--- config.mk ---
export PLATFORM = sky130hd
export DESIGN_NAME = uart_rx
export DESIGN_NICKNAME = d
export VERILOG_FILES = /design/src/rtl/uart_rx.sv
export SDC_FILE = /design/constraint.sdc
export NUM_CORES = 1
export LEC_CHECK = 0
export BUFFER_PORTS_ARGS = -buffer_cell sky130_fd_sc_hd__buf_2
export CORE_ASPECT_RATIO = 0.8
export CORE_MARGIN = 2
export CORE_UTILIZATION = 54
export CTS_BUF_LIST = sky130_fd_sc_hd__clkbuf_8
export CTS_CLUSTER_DIAMETER = 100
export CTS_CLUSTER_SIZE = 28
export DETAILED_ROUTE_END_ITERATION = 7
export PLACE_DENSITY = 0.74
export SYNTH_ARGS = -nofsm -noshare
export SYNTH_HDL_FRONTEND = slang
export SYNTH_SLANG_ARGS = --single-unit
--- constraint.sdc ---
create_clock -name clk -period 4.3 [get_ports clk]
set_input_delay 0.215 -clock clk [delete_from_list [all_inputs] [get_ports clk]]
set_output_delay 0.215 -clock clk [all_outputs]
set_load 0.02 [all_outputs]
--- src/rtl/uart_rx.sv ---
// ---------------------------------------------------------------------------
// uart_rx -- 8N1 serial-to-parallel UART receiver.
//
// The asynchronous rx line passes through a two-flop synchroniser. A falling
// edge starts a frame. The start bit is re-checked at its midpoint so that
// short glitches are rejected. Each data bit, LSB first, is then sampled one
// full bit period after the previous sample. A high stop bit publishes the
// byte. A low stop bit raises a framing error and parks the FSM until the
// line returns high.
//
// Parameters:
//   CLKS_PER_BIT  clk cycles per serial bit (>= 4)
//
// Ports:
//   clk        system clock, rising edge
//   rst_n      asynchronous active-low reset
//   rx         serial line, asynchronous to clk, idle high
//   rx_data    last correctly received byte (held until the next good frame)
//   rx_valid   one-cycle pulse, rx_data is new this cycle
//   frame_err  one-cycle pulse, stop bit was sampled low
//   busy       high whenever the FSM is not in IDLE
// ---------------------------------------------------------------------------
module uart_rx #(
    parameter int CLKS_PER_BIT = 16
) (
    input  logic       clk,
    input  logic       rst_n,
    input  logic       rx,
    output logic [7:0] rx_data,
    output logic       rx_valid,
    output logic       frame_err,
    output logic       busy
);

    localparam int CW = $clog2(CLKS_PER_BIT);
    localparam logic [CW-1:0] CYC_LAST = CW'(CLKS_PER_BIT - 1);
    localparam logic [CW-1:0] CYC_HALF = CW'(CLKS_PER_BIT / 2 - 1);

    typedef enum logic [2:0] {
        IDLE,
        START,
        DATA,
        STOP,
        BRK_WAIT
    } state_t;

    state_t          state;
    logic [CW-1:0]   cyc_cnt;
    logic [2:0]      bit_idx;
    logic [7:0]      shreg;
    logic            rx_p0;
    logic            rx_s;

    // ---- synchroniser stage: rx -> rx_p0 -> rx_s ----
    // Both flops reset to the idle level so reset release cannot look like a
    // start edge.
    always_ff @(posedge clk or negedge rst_n) begin
        if (!rst_n) begin
            rx_p0 <= 1'b1;
            rx_s  <= 1'b1;
        end else begin
            rx_p0 <= rx;
            rx_s  <= rx_p0;
        end
    end

    // ---- frame FSM stage: decisions on rx_s only, outputs registered ----
    always_ff @(posedge clk or negedge rst_n) begin
        if (!rst_n) begin
            state     <= IDLE;
            cyc_cnt   <= '0;
            bit_idx   <= '0;
            shreg     <= '0;
            rx_data   <= 8'h00;
            rx_valid  <= 1'b0;
            frame_err <= 1'b0;
            busy      <= 1'b0;
        end else begin
            rx_valid  <= 1'b0;
            frame_err <= 1'b0;

            case (state)
                IDLE: begin
                    if (!rx_s) begin
                        state   <= START;
                        cyc_cnt <= '0;
                        bit_idx <= '0;
                        busy    <= 1'b1;
                    end
                end

                START: begin
                    if (cyc_cnt == CYC_HALF) begin
                        cyc_cnt <= '0;
                        bit_idx <= '0;
                        if (rx_s) begin
                            // Line went back high before mid-start: a glitch.
                            state <= IDLE;
                            busy  <= 1'b0;
                        end else begin
                            state <= DATA;
                        end
                    end else begin
                        cyc_cnt <= cyc_cnt + 1'b1;
                    end
                end

                DATA: begin
                    if (cyc_cnt == CYC_LAST) begin
                        // Sampling is now centred on each data bit, one full
                        // period after the mid-start sample.
                        shreg   <= {rx_s, shreg[7:1]};
                        cyc_cnt <= '0;
                        if (bit_idx == 3'd7) begin
                            state   <= STOP;
                            bit_idx <= '0;
                        end else begin
                            bit_idx <= bit_idx + 1'b1;
                        end
                    end else begin
                        cyc_cnt <= cyc_cnt + 1'b1;
                    end
                end

                STOP: begin
                    if (cyc_cnt == CYC_LAST) begin
                        cyc_cnt <= '0;
                        bit_idx <= '0;
                        if (rx_s) begin
                            // Returning to IDLE at the stop midpoint lets a
                            // start bit right after the stop bit be caught.
                            rx_data  <= shreg;
                            rx_valid <= 1'b1;
                            state    <= IDLE;
                            busy     <= 1'b0;
                        end else begin
                            frame_err <= 1'b1;
                            state     <= BRK_WAIT;
                        end
                    end else begin
                        cyc_cnt <= cyc_cnt + 1'b1;
                    end
                end

                BRK_WAIT: begin
                    // A held-low line must not be decoded as a stream of
                    // 0x00 frames, so wait for the idle level first.
                    cyc_cnt <= '0;
                    bit_idx <= '0;
                    if (rx_s) begin
                        state <= IDLE;
                        busy  <= 1'b0;
                    end
                end

                default: begin
                    state   <= IDLE;
                    cyc_cnt <= '0;
                    bit_idx <= '0;
                    busy    <= 1'b0;
                end
            endcase
        end
    end

endmodule

==> metrics.yaml <==
outcome:
  status: "complete, no violations"
clocking:
  h-tree-depth: 2
  clk_path_buf_depth: 2
  cts_root_buffer: "clkbuf_8"
  clkSinkCount: 31
  post_cts_resized: 0
  path_clk_slew_ns: 0.06
  cts_tree: "built"
  cts-buffers-inserted: 5
  clk_latency_ns: 0.28
global_routing:
  grt_max_degree: 32
  antenna_found_initial: 0
  grt_pass1_wl_um: 4350
  gr-total-overflow: 0
  grt_usage_pct: 19.7
  grt_pass1_vias: 936
synth:
  synth_top_family_by_area: "simple AND/OR/NAND/NOR gates"
  synth_fa_ha_area_share_pct: 3.31
  synth_seq_cells: 31
  yosys.area.top_type: "dfrtp_1"
  synth_area_leaders: "dfrtp_1 (51%), mux2_2 (16%), dfstp_2 (3.7%)"
  synth_compound_area_share_pct: 7.23
  synth_nets: 118
  syn_area_um2: 1440
  synthMuxAreaShare_pct: 15.7
  synth.top_cell.area_share_pct: 50.5
  ys.warnings.count: 0
  synth-xor-area-share_pct: 0.610
  syn_inst: 112
  syn_avg_cell_area_um2: 12.8
  yosysUniqueCellTypes: 35
  seq_area_frac_synth_pct: 54.2
  synthSimpleGateAreaFrac_pct: 16.1
sta:
  rsz0062_at_grt: "no"
  worst_pin_slew_ns: 0.640
  final.setup.tns_ns: 0
  maxSlewViolCount: 0
  period_needed_ns: 1.87
  slew_headroom_pct: 57.3
  whs_ns: 0.0385
  setup_violations: 0
  min_period_over_period_pct: 43.5
  worst_slack_ns: 2.43
  max_freq_ghz: 0.534
  hold_violations: 0
  clock_skew_ns: 0.00662
place:
  io_buffers: 13
  dpl.hpwl_um: 1650
  pre_cts_slack_ns: 2.45
  place.gp.congestion: 0.842
  post_dp_cell_area_um2: 1520
worst_setup_path:
  crit_family: "simple AND/OR/NAND/NOR gates"
  cp.arrival_ns: 2.03
  slowest_delay_ns: 0.67
  critPathSlowestCell: "dfrtp_1"
  crit_chain: "nand4b_4, nor3_4, mux2_2"
  path_class: "flip-flop to flip-flop"
  cp.required_ns: 4.46
  cp-start-kind: "flip-flop"
  path_buf_inv: 0
  end_kind: "flip-flop"
  crit_fanout: 17
final_layout:
  antenna_cells: 0
  final_core_util_pct: 65.3
  nets: 134
  stdcell_area_um2: 1620
  mostFrequentLayoutCell: "dfrtp_1"
  drive_gt1_share_pct: 38.8
  area_growth_pct: 12.9
  final_cell_mix: "dfrtp_1 (29), mux2_2 (20), buf_2 (13)"
routing:
  wl_um: 2460
  vias_per_cell: 5.49
  drt_first_pass_iters: 4
  route.detailed.drc: 0
  ant_nets: 0
  vias: 906
  detail_route.wl_per_cell_um: 14.9
  drtIter0Drc: 75
die:
  dieArea_um2: 3090
  coreArea_um2: 2480
  core.rowCount: 16
  die_y_um: 50.1
  initial_core_util_pct: 57.9
  die_w_um: 61.7
  io_pins: 14
power:
  p_per_area_nw_per_um2: 497
  ir_drop_mv: 0.338
  leakage_nw: 0.827
flow_run:
  drv_cap: 0
worst_hold_path:
  hp-class: "input port to flip-flop"
through the flow:
step	power, mW	std cells
2_1_floorplan	0.542	112
3_3_place_gp	0.572	156
3_5_place_dp	0.581	156
4_1_cts	0.810	165
5_1_grt	0.854	165
6_report	0.807	165
worst register-to-register path: cells and delay by family (launching register included):
family | cells | cell delay (ns)
flops | 1 | 0.67
simple gates | 2 | 0.69
mux | 1 | 0.41
synthesized netlist by cell type:
cell	n
mux2_2	20
xor2_1	1
a31oi_1	2
nor3_4	2
ha_1	3
nor3_1	3
or3_2	1
a2111o_1	1
nor3b_1	7
o21ai_0	1
nor2b_1	1
dfrtp_1	29
or3b_1	1
a21oi_1	3
maj3_1	1
o211ai_1	1
nand4_1	1
and3_1	1
nand2_1	6
or2_2	2
o21ba_2	1
a311oi_1	1
o2111ai_1	1
nor2_1	3
buf_4	1
inv_1	4
and2_1	3
nand3b_1	1
o32ai_1	1
nand4b_4	1
o21a_1	1
a21oi_2	1
buf_2	3
clkbuf_1	1
dfstp_2	2
power breakdown:
| group | switching, mW | internal [mW] | total, mW |
|---|---|---|---|
| Combinational | 0.104 | 0.0890 | 0.194 |
| Clock | 0.0982 | 0.126 | 0.225 |
| Sequential | 0.0602 | 0.328 | 0.389 |
repair_timing:
item	4_1_cts	5_1_grt
hold endpoints to repair	29	0
buffers inserted	0	0
hold buffers	1	0
kinds of logic after synthesis:
group,count (synthesis)
buffers and inverters,9
flip-flops,31
XOR/XNOR,1
adder cells (fa/ha/maj),4
multiplexers,20
AO/OA/AOI/OAI,14
AND/OR/NAND/NOR,33
metal layers:
layer  wire length (um)  share of wire [%]  GRT usage [%]
met5                  0                  0              0
met4                 33                1.3           6.74
met1               1090                 44           27.2
met3                129                5.2           6.96
met2               1210                 49           28.8
final timing paths:
check	start	end	slack (ns)	depth (start not counted)
max	state[1]	rx_data[6]	2.43	3
min	rx	rx_p0	0.04	1
max reg2reg	state[1]	rx_data[6]	2.43	3
min reg2reg	rx_p0	rx_s	0.36	0
max in group asynchronous	rst_n	bit_idx[1]	3.38	2
min in group asynchronous	rst_n	cyc_cnt[1]	0.50	2
flip-flops by register name, indices dropped and copies added, names as in the netlist:
register and count:
rx_data 8, shreg 8, cyc_cnt 4, bit_idx 3
state 3, busy 1, frame_err 1, rx_p0 1
rx_s 1, rx_valid 1
area by class of cell:
cell class / count / area, um^2
Tap cell: 36 / 45.0
Inverter: 4 / 15.0
Timing Repair Buffer: 14 / 75.1
Clock inverter: 2 / 8.76
Clock buffer: 6 / 82.6
Sequential cell: 31 / 778
Fill cell: 210 / 861
Multi-Input combinational cell: 72 / 617
Note: power is estimated with default switching activity, not from simulation.
